--- src/rtl/loop_cache_pkg.sv ---
// rtl/loop_cache_pkg.sv - shared widths, defaults and FSM state type for the loop cache
// Purpose: common definitions imported by the loop cache interface, storage and control.
//   PROGRAM_COUNTER    width of instruction addresses
//   BYTE               width of the live-entry count
//   LOOP_DEPTH_DEFAULT default number of loop-return entries
//   loop_state         control FSM states
package loop_cache_pkg;

  localparam int PROGRAM_COUNTER    = 16;
  localparam int BYTE               = 8;
  localparam int LOOP_DEPTH_DEFAULT = 16;

  typedef enum logic [1:0] {
    IDLE  = 2'd0,
    SKIP  = 2'd1,
    FAULT = 2'd2
  } loop_state;

endpackage

--- src/rtl/loop_cache_if.sv ---
// rtl/loop_cache_if.sv - core-facing signal bundle of the loop cache
// Purpose: groups the instruction-decode inputs and branch/status outputs.
//   master: core side, drives open_op, close_op, acc_zero, pc
//   slave : loop cache, drives pc_load, pc_loaded, skip_active, depth, full, empty, error
interface loop_cache_if;
  import loop_cache_pkg::*;

  logic                       open_op;
  logic                       close_op;
  logic                       acc_zero;
  logic [PROGRAM_COUNTER-1:0] pc;
  logic                       pc_load;
  logic [PROGRAM_COUNTER-1:0] pc_loaded;
  logic                       skip_active;
  logic [BYTE-1:0]            depth;
  logic                       full;
  logic                       empty;
  logic                       error;

  modport master (
    output open_op, close_op, acc_zero, pc,
    input  pc_load, pc_loaded, skip_active, depth, full, empty, error
  );

  modport slave (
    input  open_op, close_op, acc_zero, pc,
    output pc_load, pc_loaded, skip_active, depth, full, empty, error
  );

endinterface

--- src/rtl/loop_lifo.sv ---
// rtl/loop_lifo.sv - LIFO of loop-return addresses
// Purpose: holds the pc of each open loop; newest entry is presented on top.
//   clk, rst_n  clock, asynchronous active-low reset (clears pointers only)
//   push, din   store din as the new top (ignored when full)
//   pop         discard the top entry (ignored when empty)
//   top         newest entry, valid only when !empty
//   depth       live-entry count; full / empty flags
module loop_lifo
  import loop_cache_pkg::*;
#(
  parameter int DEPTH = LOOP_DEPTH_DEFAULT
) (
  input  logic                       clk,
  input  logic                       rst_n,
  input  logic                       push,
  input  logic                       pop,
  input  logic [PROGRAM_COUNTER-1:0] din,
  output logic [PROGRAM_COUNTER-1:0] top,
  output logic [BYTE-1:0]            depth,
  output logic                       full,
  output logic                       empty
);

  localparam int              AW      = (DEPTH > 1) ? $clog2(DEPTH) : 1;
  localparam logic [AW-1:0]   PTR_ONE = AW'(1);
  localparam logic [BYTE-1:0] CNT_ONE = BYTE'(1);
  localparam logic [BYTE-1:0] DEPTH_B = BYTE'(DEPTH);

  logic [PROGRAM_COUNTER-1:0] mem [DEPTH];
  logic [AW-1:0]              wr_ptr;
  logic [BYTE-1:0]            count;

  assign full  = (count == DEPTH_B);
  assign empty = (count == '0);
  assign depth = count;

  // No bypass: top is read from storage, so a push shows up one cycle later.
  // When the stack is full, wr_ptr has wrapped and wr_ptr-1 still names the last slot.
  assign top = mem[wr_ptr - PTR_ONE];

  always_ff @(posedge clk or negedge rst_n) begin
    if (!rst_n) begin
      wr_ptr <= '0;
      count  <= '0;
    end else if (push && !full) begin
      wr_ptr <= wr_ptr + PTR_ONE;
      count  <= count + CNT_ONE;
    end else if (pop && !empty) begin
      wr_ptr <= wr_ptr - PTR_ONE;
      count  <= count - CNT_ONE;
    end
  end

  // Storage contents survive reset; entries above depth are don't-care.
  always_ff @(posedge clk) begin
    if (push && !full) begin
      mem[wr_ptr] <= din;
    end
  end

endmodule

--- src/rtl/loop_cache.sv ---
// rtl/loop_cache.sv - loop-return cache with forward-skip and fault handling
// Purpose: services '[' / ']' branches. Taken loop-backs load pc from top+1,
//   zero-accumulator opens skip forward to the matching close, illegal
//   sequences lock into FAULT until reset.
//   clk    rising-edge clock
//   reset  asynchronous active-low reset
//   bus    loop_cache_if.slave (decode inputs, branch target, status)
module loop_cache
  import loop_cache_pkg::*;
#(
  parameter int LOOP_DEPTH = LOOP_DEPTH_DEFAULT,
  parameter int SKIP_W     = 8
) (
  input  logic         clk,
  input  logic         reset,
  loop_cache_if.slave  bus
);

  localparam logic [SKIP_W-1:0]          SKIP_ONE = SKIP_W'(1);
  localparam logic [SKIP_W-1:0]          SKIP_MAX = {SKIP_W{1'b1}};
  localparam logic [PROGRAM_COUNTER-1:0] PC_ONE   = PROGRAM_COUNTER'(1);

  loop_state                  state, state_nxt;
  logic [SKIP_W-1:0]          skip_cnt, skip_cnt_nxt;
  logic                       push, pop, pc_load;
  logic [PROGRAM_COUNTER-1:0] top;
  logic [BYTE-1:0]            depth;
  logic                       full, empty;

  loop_lifo #(
    .DEPTH (LOOP_DEPTH)
  ) u_lifo (
    .clk   (clk),
    .rst_n (reset),
    .push  (push),
    .pop   (pop),
    .din   (bus.pc),
    .top   (top),
    .depth (depth),
    .full  (full),
    .empty (empty)
  );

  always_ff @(posedge clk or negedge reset) begin
    if (!reset) begin
      state    <= IDLE;
      skip_cnt <= '0;
    end else begin
      state    <= state_nxt;
      skip_cnt <= skip_cnt_nxt;
    end
  end

  always_comb begin
    state_nxt    = state;
    skip_cnt_nxt = skip_cnt;
    push         = 1'b0;
    pop          = 1'b0;
    pc_load      = 1'b0;
    case (state)
      IDLE: begin
        if (bus.open_op && bus.close_op) begin
          state_nxt = FAULT;
        end else if (bus.open_op) begin
          if (bus.acc_zero) begin
            // The '[' itself executes; skipping starts with the next instruction.
            state_nxt    = SKIP;
            skip_cnt_nxt = SKIP_ONE;
          end else if (full) begin
            state_nxt = FAULT;
          end else begin
            push = 1'b1;
          end
        end else if (bus.close_op) begin
          if (empty) begin
            state_nxt = FAULT;
          end else if (bus.acc_zero) begin
            pop = 1'b1;
          end else begin
            pc_load = 1'b1;
          end
        end
      end
      SKIP: begin
        // Only nesting is tracked here; the stack is never touched while skipping.
        if (bus.open_op && bus.close_op) begin
          state_nxt = FAULT;
        end else if (bus.open_op) begin
          if (skip_cnt == SKIP_MAX) begin
            state_nxt = FAULT;
          end else begin
            skip_cnt_nxt = skip_cnt + SKIP_ONE;
          end
        end else if (bus.close_op) begin
          if (skip_cnt == SKIP_ONE) begin
            state_nxt    = IDLE;
            skip_cnt_nxt = '0;
          end else begin
            skip_cnt_nxt = skip_cnt - SKIP_ONE;
          end
        end
      end
      FAULT: begin
        state_nxt = FAULT;
      end
      default: begin
        state_nxt = FAULT;
      end
    endcase
  end

  assign bus.pc_load     = pc_load;
  assign bus.pc_loaded   = empty ? '0 : top + PC_ONE;
  assign bus.skip_active = (state != IDLE);
  assign bus.error       = (state == FAULT);
  assign bus.depth       = depth;
  assign bus.full        = full;
  assign bus.empty       = empty;

endmodule

--- src/flat_wrapper.sv ---
// flat-port wrapper written by rule: the top's interface ports become plain ports
module loop_cache_flat import loop_cache_pkg::*;
#(
  parameter int LOOP_DEPTH = LOOP_DEPTH_DEFAULT,
  parameter int SKIP_W     = 8
)
  (clk, reset, bus_open_op, bus_close_op, bus_acc_zero, bus_pc, bus_pc_load, bus_pc_loaded, bus_skip_active, bus_depth, bus_full, bus_empty, bus_error);
  loop_cache_if bus_i ();
  input  logic clk;
  input  logic reset;
  input wire logic [$bits(bus_i.open_op)-1:0] bus_open_op;
  input wire logic [$bits(bus_i.close_op)-1:0] bus_close_op;
  input wire logic [$bits(bus_i.acc_zero)-1:0] bus_acc_zero;
  input wire logic [$bits(bus_i.pc)-1:0] bus_pc;
  output wire logic [$bits(bus_i.pc_load)-1:0] bus_pc_load;
  output wire logic [$bits(bus_i.pc_loaded)-1:0] bus_pc_loaded;
  output wire logic [$bits(bus_i.skip_active)-1:0] bus_skip_active;
  output wire logic [$bits(bus_i.depth)-1:0] bus_depth;
  output wire logic [$bits(bus_i.full)-1:0] bus_full;
  output wire logic [$bits(bus_i.empty)-1:0] bus_empty;
  output wire logic [$bits(bus_i.error)-1:0] bus_error;
  assign bus_i.open_op = bus_open_op;
  assign bus_i.close_op = bus_close_op;
  assign bus_i.acc_zero = bus_acc_zero;
  assign bus_i.pc = bus_pc;
  assign bus_pc_load = bus_i.pc_load;
  assign bus_pc_loaded = bus_i.pc_loaded;
  assign bus_skip_active = bus_i.skip_active;
  assign bus_depth = bus_i.depth;
  assign bus_full = bus_i.full;
  assign bus_empty = bus_i.empty;
  assign bus_error = bus_i.error;
  loop_cache #(.LOOP_DEPTH(LOOP_DEPTH), .SKIP_W(SKIP_W)) u_core (.clk(clk), .reset(reset), .bus(bus_i));
endmodule
--- config.mk ---
export PLATFORM = sky130hd
export DESIGN_NAME = loop_cache_flat
export DESIGN_NICKNAME = d
export VERILOG_FILES = /design/src/rtl/loop_cache_pkg.sv /design/src/rtl/loop_cache_if.sv /design/src/rtl/loop_lifo.sv /design/src/rtl/loop_cache.sv /design/src/flat_wrapper.sv
export SDC_FILE = /design/constraint.sdc
export NUM_CORES = 1
export LEC_CHECK = 0
export ABC_AREA = 1
export ABC_CLOCK_PERIOD_IN_PS = 3600
export CORE_ASPECT_RATIO = 0.75
export CORE_MARGIN = 3
export CORE_UTILIZATION = 45
export DETAILED_ROUTE_END_ITERATION = 16
export GPL_TIMING_DRIVEN = 0
export PLACE_DENSITY_LB_ADDON = 0.08
export SLEW_MARGIN = 20
export SYNTH_ARGS = -nofsm -noshare
export SYNTH_HDL_FRONTEND = slang
export SYNTH_SLANG_ARGS = --single-unit
--- constraint.sdc ---
create_clock -name clk -period 3.6 [get_ports clk]
set_input_delay 0.36 -clock clk [delete_from_list [all_inputs] [get_ports clk]]
set_output_delay 0.36 -clock clk [all_outputs]
set_load 0.1 [all_outputs]
# Word level (Yosys, flattened, before mapping)
# Memories as Yosys holds them, arrays and structs flattened.
# Index checks and enable logic that the tools add are counted.
# W data, S select, Z words.
dict set report word_totals {
  regBits 22
  ramBits 256
  inputBits 21
  output_inout_bits 29
  memories 1
}
dict set report op_classes {
  addsub 7
  eq_ne 17
  n_mux 45
  n_reduce_logical 12
}
# memory depth word_bits rd rd_clocked_by_memory_dff write_ports line_no
set mem_list {}
lappend mem_list {u_core.u_lifo.mem 16 16 1 0 1 loop_lifo.sv:29} ;# logic [PROGRAM_COUNTER-1:0] mem [DEPTH];
# operator count
set op_table {}
lappend op_table {{$mux W8} 10}
lappend op_table {{$mux W2} 11}
lappend op_table {{$mux W1} 19}
lappend op_table {{$add A16 B1 Y16 const B} 1}
lappend op_table {{$add A8 B1 Y8 const B} 2}
lappend op_table {{$mux W16} 1}
lappend op_table {{$pmux W8 S2} 1}
lappend op_table {{$sub A8 B1 Y8 const B} 2}
lappend op_table {{$ne A4 B2 Y1 const B} 3}
lappend op_table {{$eq A8 B1 Y1 const B} 1}
lappend op_table {{$eq A8 B5 Y1 const B} 1}
lappend op_table {{$eq A8 B8 Y1 const B} 1}
lappend op_table {{$logic_not A8 Y1} 1}
lappend op_table {{$mux W4} 2}
lappend op_table {{$ne A2 B2 Y1 const B} 4}
lappend op_table {{$ne A4 B3 Y1 const B} 2}
lappend op_table {{$reduce_and A7 Y1} 1}
lappend op_table {{$ne A3 B3 Y1 const B} 2}
lappend op_table {{$reduce_and A6 Y1} 1}
lappend op_table {{$reduce_bool A2 Y1} 3}
lappend op_table {{$ne A5 B4 Y1 const B} 1}
lappend op_table {{$add A4 B1 Y4 const B} 1}
lappend op_table {{$pmux W2 S2} 1}
lappend op_table {{$sub A4 B1 Y4 const B} 1}
lappend op_table {{other kinds (5)} 8}

# Longest topological paths before layout
# Gate-level depths: netlist of run 1.
dict set report logic_depth {
  ltp_word 9
  mapped_depth 24
}

# Cells and area by module
# A second synthesis of run 1 with hierarchy kept.
dict set report unflattened {
  hier_cells 1128
  hier_area_um2 12433.2
}
# module instances cells_per_inst area_per_inst_um2 seq_area_each_um2
set by_module_without_submodules {}
lappend by_module_without_submodules {loop_lifo 1 894 11124.4 7987.7}
lappend by_module_without_submodules {loop_cache 1 234 1308.8 250.2}

# Least setup slack after synthesis of run 1
# No wires, ideal clock.
dict set report synth_timing {
  path_type {register -> output}
  startpoint {register u_core.u_lifo.wr_ptr[0]}
  endpoint {output port bus_pc_loaded[2]}
  t_arrival_ns 4.520
  required_ns 3.240
  setup_slack_ns -1.280
  path_stages_with_launch 18
  n_path_buf 5
  path_cell_list {dfrtp_1 -> buf_4 -> inv_4 -> buf_12 -> buf_4 -> buf_4 -> ha_1 -> inv_2 -> buf_1 -> nand3_1 -> nand3_1 -> nand3_1 -> nand2_1 -> inv_1 -> ha_1 -> inv_1 -> nor2_2 -> nor3_1}
}
dict set report synth_via {
  elab_chain_len 4
}
# item line_no
set synth_lines {}
lappend synth_lines {{from (decl)} loop_lifo.sv:30} ;# logic [AW-1:0] wr_ptr;
lappend synth_lines {{from (signal assigned)} loop_lifo.sv:46} ;# wr_ptr <= wr_ptr + PTR_ONE;
lappend synth_lines {{from (signal assigned)} loop_lifo.sv:49} ;# wr_ptr <= wr_ptr - PTR_ONE;
lappend synth_lines {{$sub A4 B1 Y4} loop_lifo.sv:39} ;# assign top = mem[wr_ptr - PTR_ONE];
lappend synth_lines {{$mem_v2 Z16 W16} n/a}
lappend synth_lines {{$add A16 B1 Y16} loop_cache.sv:113} ;# assign bus.pc_loaded = empty ? '0 : top + PC_ONE;
lappend synth_lines {{$mux W16} loop_cache.sv:113}
lappend synth_lines {{to (decl)} flat_wrapper.sv:16} ;# output wire logic [$bits(bus_i.pc_loaded)-1:0] bus_pc_loaded;
# Every way passes these cells.

# Worst setup path after layout of run 1
dict set report layout_timing {
  startpoint {register u_core.u_lifo.wr_ptr[1]}
  endpoint {output port bus_pc_loaded[14]}
}
# The elaborated chain is that of the path after synthesis.

==> impl_metrics.csv, run 1 <==
group,metric,value,unit
critical_path,ff2ff_path_depth,8,
route,via_count,9172,
status,status,"complete, but fails checks",
global_routing,grt_pass1_wl,53100,µm
floorplan,rows,52,
floorplan,die_height,151,µm
critical_path,crit_path_max_fanout,8,
floorplan,pin_count,50,
clock_network,clk_latency,540,ps
timing,slew_violations,0,
min_path,worstHoldPathType,"input port to flop",
yosys,ys_seq_area_share,65.1,%
critical_path,endpoint,"bus_pc_loaded[14]",
finish,num-nets-final,1365,
clock_network,clk_pin_slew_worst_paths,70,ps
critical_path,cp-start-kind,"flop",
critical_path,cp.arrival,3360,ps
timing,post-route-period-util,103,%
finish,diodes,0,
job,max_cap_violations,0,
critical_path,worstPathCellList,"clkinvlp_4 -> ha_4 -> clkinv_8 -> buf_12 -> nand3_1 -> nand3_1 -> nand3_2 -> nand2_4 -> inv_4 -> ha_4 -> inv_2 -> nor2_4 -> buf_4 -> nand2_2 -> nor2_2 -> a21oi_2 -> nor2_4 -> buf_12",
timing,final-setup-viol-count,9,
global_routing,gr-total-overflow,0,
floorplan,core-area,27300,µm²
route,post_drt_via_cell_ratio,5.39,
finish,fillCellCount,2269,
global_routing,grt_pass1_vias,8567,
yosys,syn_nets,1231,
critical_path,r2r_slack,610,ps
finish,drive_gt1_share,23.5,%
status,violations,"negative setup slack",
timing,setup_ws,-125,ps
yosys,synthArstFlopShare,7.91,%
floorplan,start_util,46.3,%
clock_network,cts_tree,"built",
timing,worst_pin_slew,986,ps
route,drtIter0Drc,768,
placement,place.gp.congestion,0.873,
yosys,synth_cells,1194,
yosys,avgSynthCellArea,10.6,µm²
timing,period_minus_slack,3720,ps
yosys,synth_area_leaders,"edfxtp_1 61%, nand2_1 11%, nand3_1 8.7%",
critical_path,worstReg2RegStart,"u_core.u_lifo.depth[0]$_DFFE_PN0P_",
critical_path,cp_slowest_stage_delay,420,ps
placement,port_buffers,48,
critical_path,r2r-end,"u_core.u_lifo.mem[0][11]$_DFFE_PP_",
yosys,synth_ff_type,"edfxtp_1",
clock_network,clockBufferDepth,3,
timing,worst_clock_skew,18.0,ps
timing,max_freq,268,MHz
global_routing,grt_max_degree,23,
route,drc,0,
critical_path,cp.required,3240,ps
floorplan,die_x,200,µm
yosys,synthMostInstantiatedCell,"nand2_1",
timing,rsz0062_at_grt,"true",
global_routing,grt.total_usage,23.7,%
floorplan,die-area,30200,µm²
yosys,ys_seq_elements,278,
yosys,ys_top_cells_by_count,"359 x nand2_1, 256 x edfxtp_1, 221 x nand3_1",
timing,slew_headroom,34.1,%
route,ant_nets,0,
clock_network,numClockSinks,278,
route,firstDrtPassIters,5,
yosys,yosys.area.top_type_share,60.7,%
placement,place_ws,-1590,ps
route,wl_per_cell,21.0,µm
global_routing,antenna_found_initial,0,
yosys,ys.warnings.count,0,
finish,syn2layout_area_growth,27.3,%
route,wirelength,35800,µm
yosys,synth_edf_count,256,
timing,finalHoldViolCount,0,
yosys,ys_types,44,
placement,hpwl,22200,µm
yosys,synth_top_cell_by_area,"edfxtp_1",
critical_path,worst-setup-path-type,"flop to primary output",
yosys,mappedNetlistArea,12700,µm²
clock_network,cts_root_buffer,"clkbuf_16",
clock_network,numCtsBuffers,28,
critical_path,crit_start,"u_core.u_lifo.wr_ptr[1]$_DFFE_PN0P_",
critical_path,end_kind,"primary output",
critical_path,cpMaxStageDelayCell,"dfrtp_2",
clock_network,h-tree-depth,1,
cells in the final DEF, fill, tap and decap left out, drive strengths merged, types with 2 or more instances in the layout:
| master | count |
|---|---|
| ha | 15 |
| a21oi | 29 |
| bufinv | 3 |
| buf | 122 |
| a211oi | 2 |
| nand3 | 225 |
| nor3 | 9 |
| dfrtp | 22 |
| clkdlybuf4s50 | 29 |
| nor2 | 68 |
| xor2 | 15 |
| nand2 | 374 |
| clkinv | 14 |
| nor4 | 3 |
| or2 | 2 |
| clkbuf | 39 |
| o221ai | 2 |
| o22ai | 4 |
| clkinvlp | 3 |
| o21ai | 20 |
| nand4 | 6 |
| edfxtp | 256 |
| inv | 74 |
cell families after synthesis:
kind of cell               share of synthesized area [%]
buffers and inverters                               5.25
adders and majority gates                           1.64
DFF                                                 65.1
AOI/OAI and AO/OA                                   2.78
xor gates and xnor gates                            1.04
and+or+nand+nor                                     24.2
metal layers:
metal | vias to the layer above | share of wire (%) | global-route usage (%)
met5 | - | 0 | 0
met4 | 0 | 2.5 | 5.86
met3 | 59 | 6.6 | 3.05
met2 | 295 | 45 | 36.5
met1 | 4429 | 46 | 35.9
li1 | 4389 | - | -
cell type report:
| cell class | count | area (µm²) | share of cell area, % |
|---|---|---|---|
| Buffer | 52 | 518 | 3.22 |
| Timing Repair Buffer | 106 | 1310 | 8.12 |
| Clock inverter | 16 | 158 | 0.978 |
| Inverter | 78 | 333 | 2.07 |
| Tap cell | 351 | 439 | 2.73 |
| Sequential cell | 278 | 8240 | 51.2 |
| Clock buffer | 36 | 752 | 4.67 |
| Multi-Input combinational cell | 784 | 4360 | 27.1 |
flip-flops by register name, summed over array words and instances, names as in the netlist:
signal                cells
u_core.u_lifo.mem       256
u_core.u_lifo.wr_ptr      4
u_core.u_lifo.depth       8
u_core.skip_cnt           8
u_core.state              2
critical path: cells and delay by family (launching register included):
family                     cells  cell delay (ps)
AOI/OAI and AO/OA              1               90
DFF                            1              420
adders and majority gates      2              540
and+or+nand+nor                8              810
buffers and inverters          7              920
repair_timing:
| item | 4_1_cts | 5_1_grt |
|---|---|---|
| setup endpoints to repair | 17 | 17 |
| pin swaps | 33 | 40 |
| setup buffers | 29 | 16 |
| gates resized for setup | 239 | 59 |
| hold buffers | 1 | 0 |
| cloned | 2 | 1 |
| hold endpoints to repair | 22 | 0 |
per-stage QoR:
| step | area (µm²) | cells | util, % | hold WS [ps] | setup TNS, ps |
|---|---|---|---|---|---|
| 6_report | 16100 | 1701 | 59.0 | 288 | -690 |
| 3_5_place_dp | 14100 | 1603 | 51.4 | 382 | -20970 |
| 3_3_place_gp | 13700 | 1593 | 50.0 | 524 | -163150 |
| 5_1_grt | 16100 | 1701 | 59.0 | 311 | -2290 |
| 2_1_floorplan | 12800 | 1194 | - | 64.4 | -586 |
| 4_1_cts | 15800 | 1686 | 57.7 | 264 | -1190 |
worst min path at each step:
| stage | start | depth (start not counted) | slack, ps | to |
|---|---|---|---|---|
| after global routing | bus_open_op | 3 | 310 | u_core.state[1]$_DFFE_PN0P_ |
| after CTS | bus_open_op | 4 | 260 | u_core.skip_cnt[6]$_DFFE_PN0P_ |
| after global placement | u_core.state[0]$_DFFE_PN0P_ | 2 | 520 | u_core.state[0]$_DFFE_PN0P_ |
| final | bus_open_op | 4 | 290 | u_core.skip_cnt[6]$_DFFE_PN0P_ |
| after floorplan | reset | 0 | 60 | u_core.skip_cnt[0]$_DFFE_PN0P_ |
| after detailed placement | reset | 1 | 380 | u_core.skip_cnt[4]$_DFFE_PN0P_ |
Power of run 1 is not shown: default switching activity piles up to over one toggle a cycle in this logic, so the estimate is an artifact.
==> run 2, diff against run 1 <==
--- a/config.mk
+++ b/config.mk
@@ -8,7 +8,7 @@
 export ABC_AREA = 1
 export ABC_CLOCK_PERIOD_IN_PS = 3600
 export CORE_ASPECT_RATIO = 0.75
-export CORE_MARGIN = 3
+export CORE_MARGIN = 2
 export CORE_UTILIZATION = 45
 export DETAILED_ROUTE_END_ITERATION = 16
 export GPL_TIMING_DRIVEN = 0
==> run 2 against run 1 <==
The run still ends with negative setup slack left. Critical path depth increased by 3. Utilization increased by 0.62 points. Global-route usage increased by 1.3 points. Final cell count increased by 0.88%. Sequential share of layout area decreased by 1.5 points. Non-clock buffer count increased by 8. Clock skew decreased by 6.4 ps. Via count increased by 1.6%.
==> impl_metrics.csv, run 2 (synthesis results as in run 1) <==
group,metric,value,unit
status,status,"complete, but fails checks",
status,violations,"negative setup slack",
min_path,worstHoldPathType,"input port to flop",
placement,hpwl,21900,µm
route,drc,0,
clock_network,clockBufferDepth,3,
global_routing,grt_max_degree,23,
timing,fin_hold_ws,253,ps
critical_path,cp.arrival,3400,ps
finish,drive_gt1_share,27.4,%
clock_network,clk_pin_slew_worst_paths,60,ps
critical_path,cp.required,3240,ps
timing,worst_pin_slew,972,ps
timing,worst_clock_skew,11.5,ps
finish,diodes,0,
clock_network,numClockSinks,278,
global_routing,grt.total_usage,25.0,%
timing,finalHoldViolCount,0,
floorplan,pin_count,50,
timing,slew_violations,0,
finish,num-nets-final,1375,
clock_network,clk_latency,550,ps
critical_path,end_kind,"primary output",
global_routing,antenna_found_initial,0,
route,ant_nets,0,
floorplan,core-area,27900,µm²
critical_path,crit_path_max_fanout,5,
clock_network,h-tree-depth,1,
floorplan,rows,53,
timing,period_minus_slack,3760,ps
finish,regMostFlops,"u_core.u_lifo.mem",
route,wirelength,36900,µm
global_routing,gr-total-overflow,0,
finish,syn2layout_area_growth,31.1,%
route,via_count,9316,
placement,port_buffers,48,
floorplan,start_util,45.4,%
finish,mostFrequentLayoutCell,"nand2_1",
timing,final-setup-viol-count,11,
finish,fillCellCount,2265,
timing,max_freq,266,MHz
route,wl_per_cell,21.5,µm
finish,layout_common_cells,"340 x nand2_1, 256 x edfxtp_1, 145 x nand3_1",
route,drtIter0Drc,747,
global_routing,grt_pass1_wl,54400,µm
global_routing,grt_pass1_vias,8839,
route,firstDrtPassIters,5,
clock_network,numCtsBuffers,29,
floorplan,die_x,198,µm
clock_network,cts_root_buffer,"clkbuf_16",
timing,slew_headroom,35.0,%
critical_path,cp-start-kind,"flop",
critical_path,worst-setup-path-type,"flop to primary output",
placement,place.gp.congestion,0.819,
timing,rsz0062_at_grt,"true",
finish,largest_register_ffs,256,
timing,setup_ws,-162,ps
floorplan,die_height,149,µm
route,post_drt_via_cell_ratio,5.43,
job,max_cap_violations,0,
timing,post-route-period-util,105,%
clock_network,cts_tree,"built",
floorplan,die-area,29500,µm²
run 2: worst max-delay path: stages (launching register included):
cell and delay, ps:
dfrtp_2 410, clkinv_4 70, buf_12 130, buf_12 130, ha_4 340, clkinv_8 110
buf_8 160, nand3_2 60, nand3_2 80, nand3_2 100, nand2_2 70, inv_4 70
ha_4 130, inv_2 40, nor2_4 130, nand2_4 70, nor2_4 140, nand2_1 70
nand2_1 80, nand2_2 60, nor2_4 190, buf_12 200
run 2: cell type report:
class                   count  area (µm²)  area share (%)
repair inverters            1        8.76          0.0528
flip-flops and latches    278        8240            49.7
multi-input cells         784        4670            28.1
clock inverters            18         251            1.52
plain buffers              50         507            3.05
repair buffers            116        1390            8.38
well taps                 357         447            2.69
clock buffers              34         744            4.49
inverters                  78         335            2.02
run 2: timing repair:
action                                 in CTS  in global routing
endpoints found under the hold margin      22                  0
setup endpoints to repair                  17                 16
cloned                                      3                  2
setup buffers                              40                 16
pin swaps                                  46                 56
resized for setup                         277                 97
hold buffers                                1                  0
run 2: layer usage:
layer	GRT usage [%]	vias up	routed length [µm]
li1	-	4405	-
met1	36.7	4553	17000
met2	39.8	306	17100
met3	3.17	52	2050
met4	5.83	0	772
met5	0	-	0
run 2: final timing paths:
path,start,end,slack (ps),cells after the start
min in group asynchronous,reset,u_core.skip_cnt[4]$_DFFE_PN0P_,330,2
setup / recovery,u_core.u_lifo.wr_ptr[0]$_DFFE_PN0P_,bus_pc_loaded[12],-160,21
max in group asynchronous,reset,u_core.u_lifo.wr_ptr[0]$_DFFE_PN0P_,2860,2
setup reg to reg,u_core.u_lifo.depth[0]$_DFFE_PN0P_,u_core.u_lifo.mem[3][0]$_DFFE_PP_,570,8
hold / removal,bus_open_op,u_core.skip_cnt[6]$_DFFE_PN0P_,250,4
hold reg to reg,u_core.state[0]$_DFFE_PN0P_,u_core.state[0]$_DFFE_PN0P_,560,2
run 2: per-stage QoR:
step / util, % / cell area [µm²] / std cells / setup TNS [ps] / worst slack, ps
global route: 59.6 / 16600 / 1716 / -2370 / -280
floorplan: - / 12800 / 1194 / -586 / -344
detailed placement: 50.2 / 14000 / 1606 / -20900 / -1590
finish: 59.6 / 16600 / 1716 / -1020 / -162
CTS: 57.7 / 16100 / 1700 / -731 / -147
global placement: 49.1 / 13700 / 1599 / -161710 / -1580
Power of run 2 is left out for the same reason.
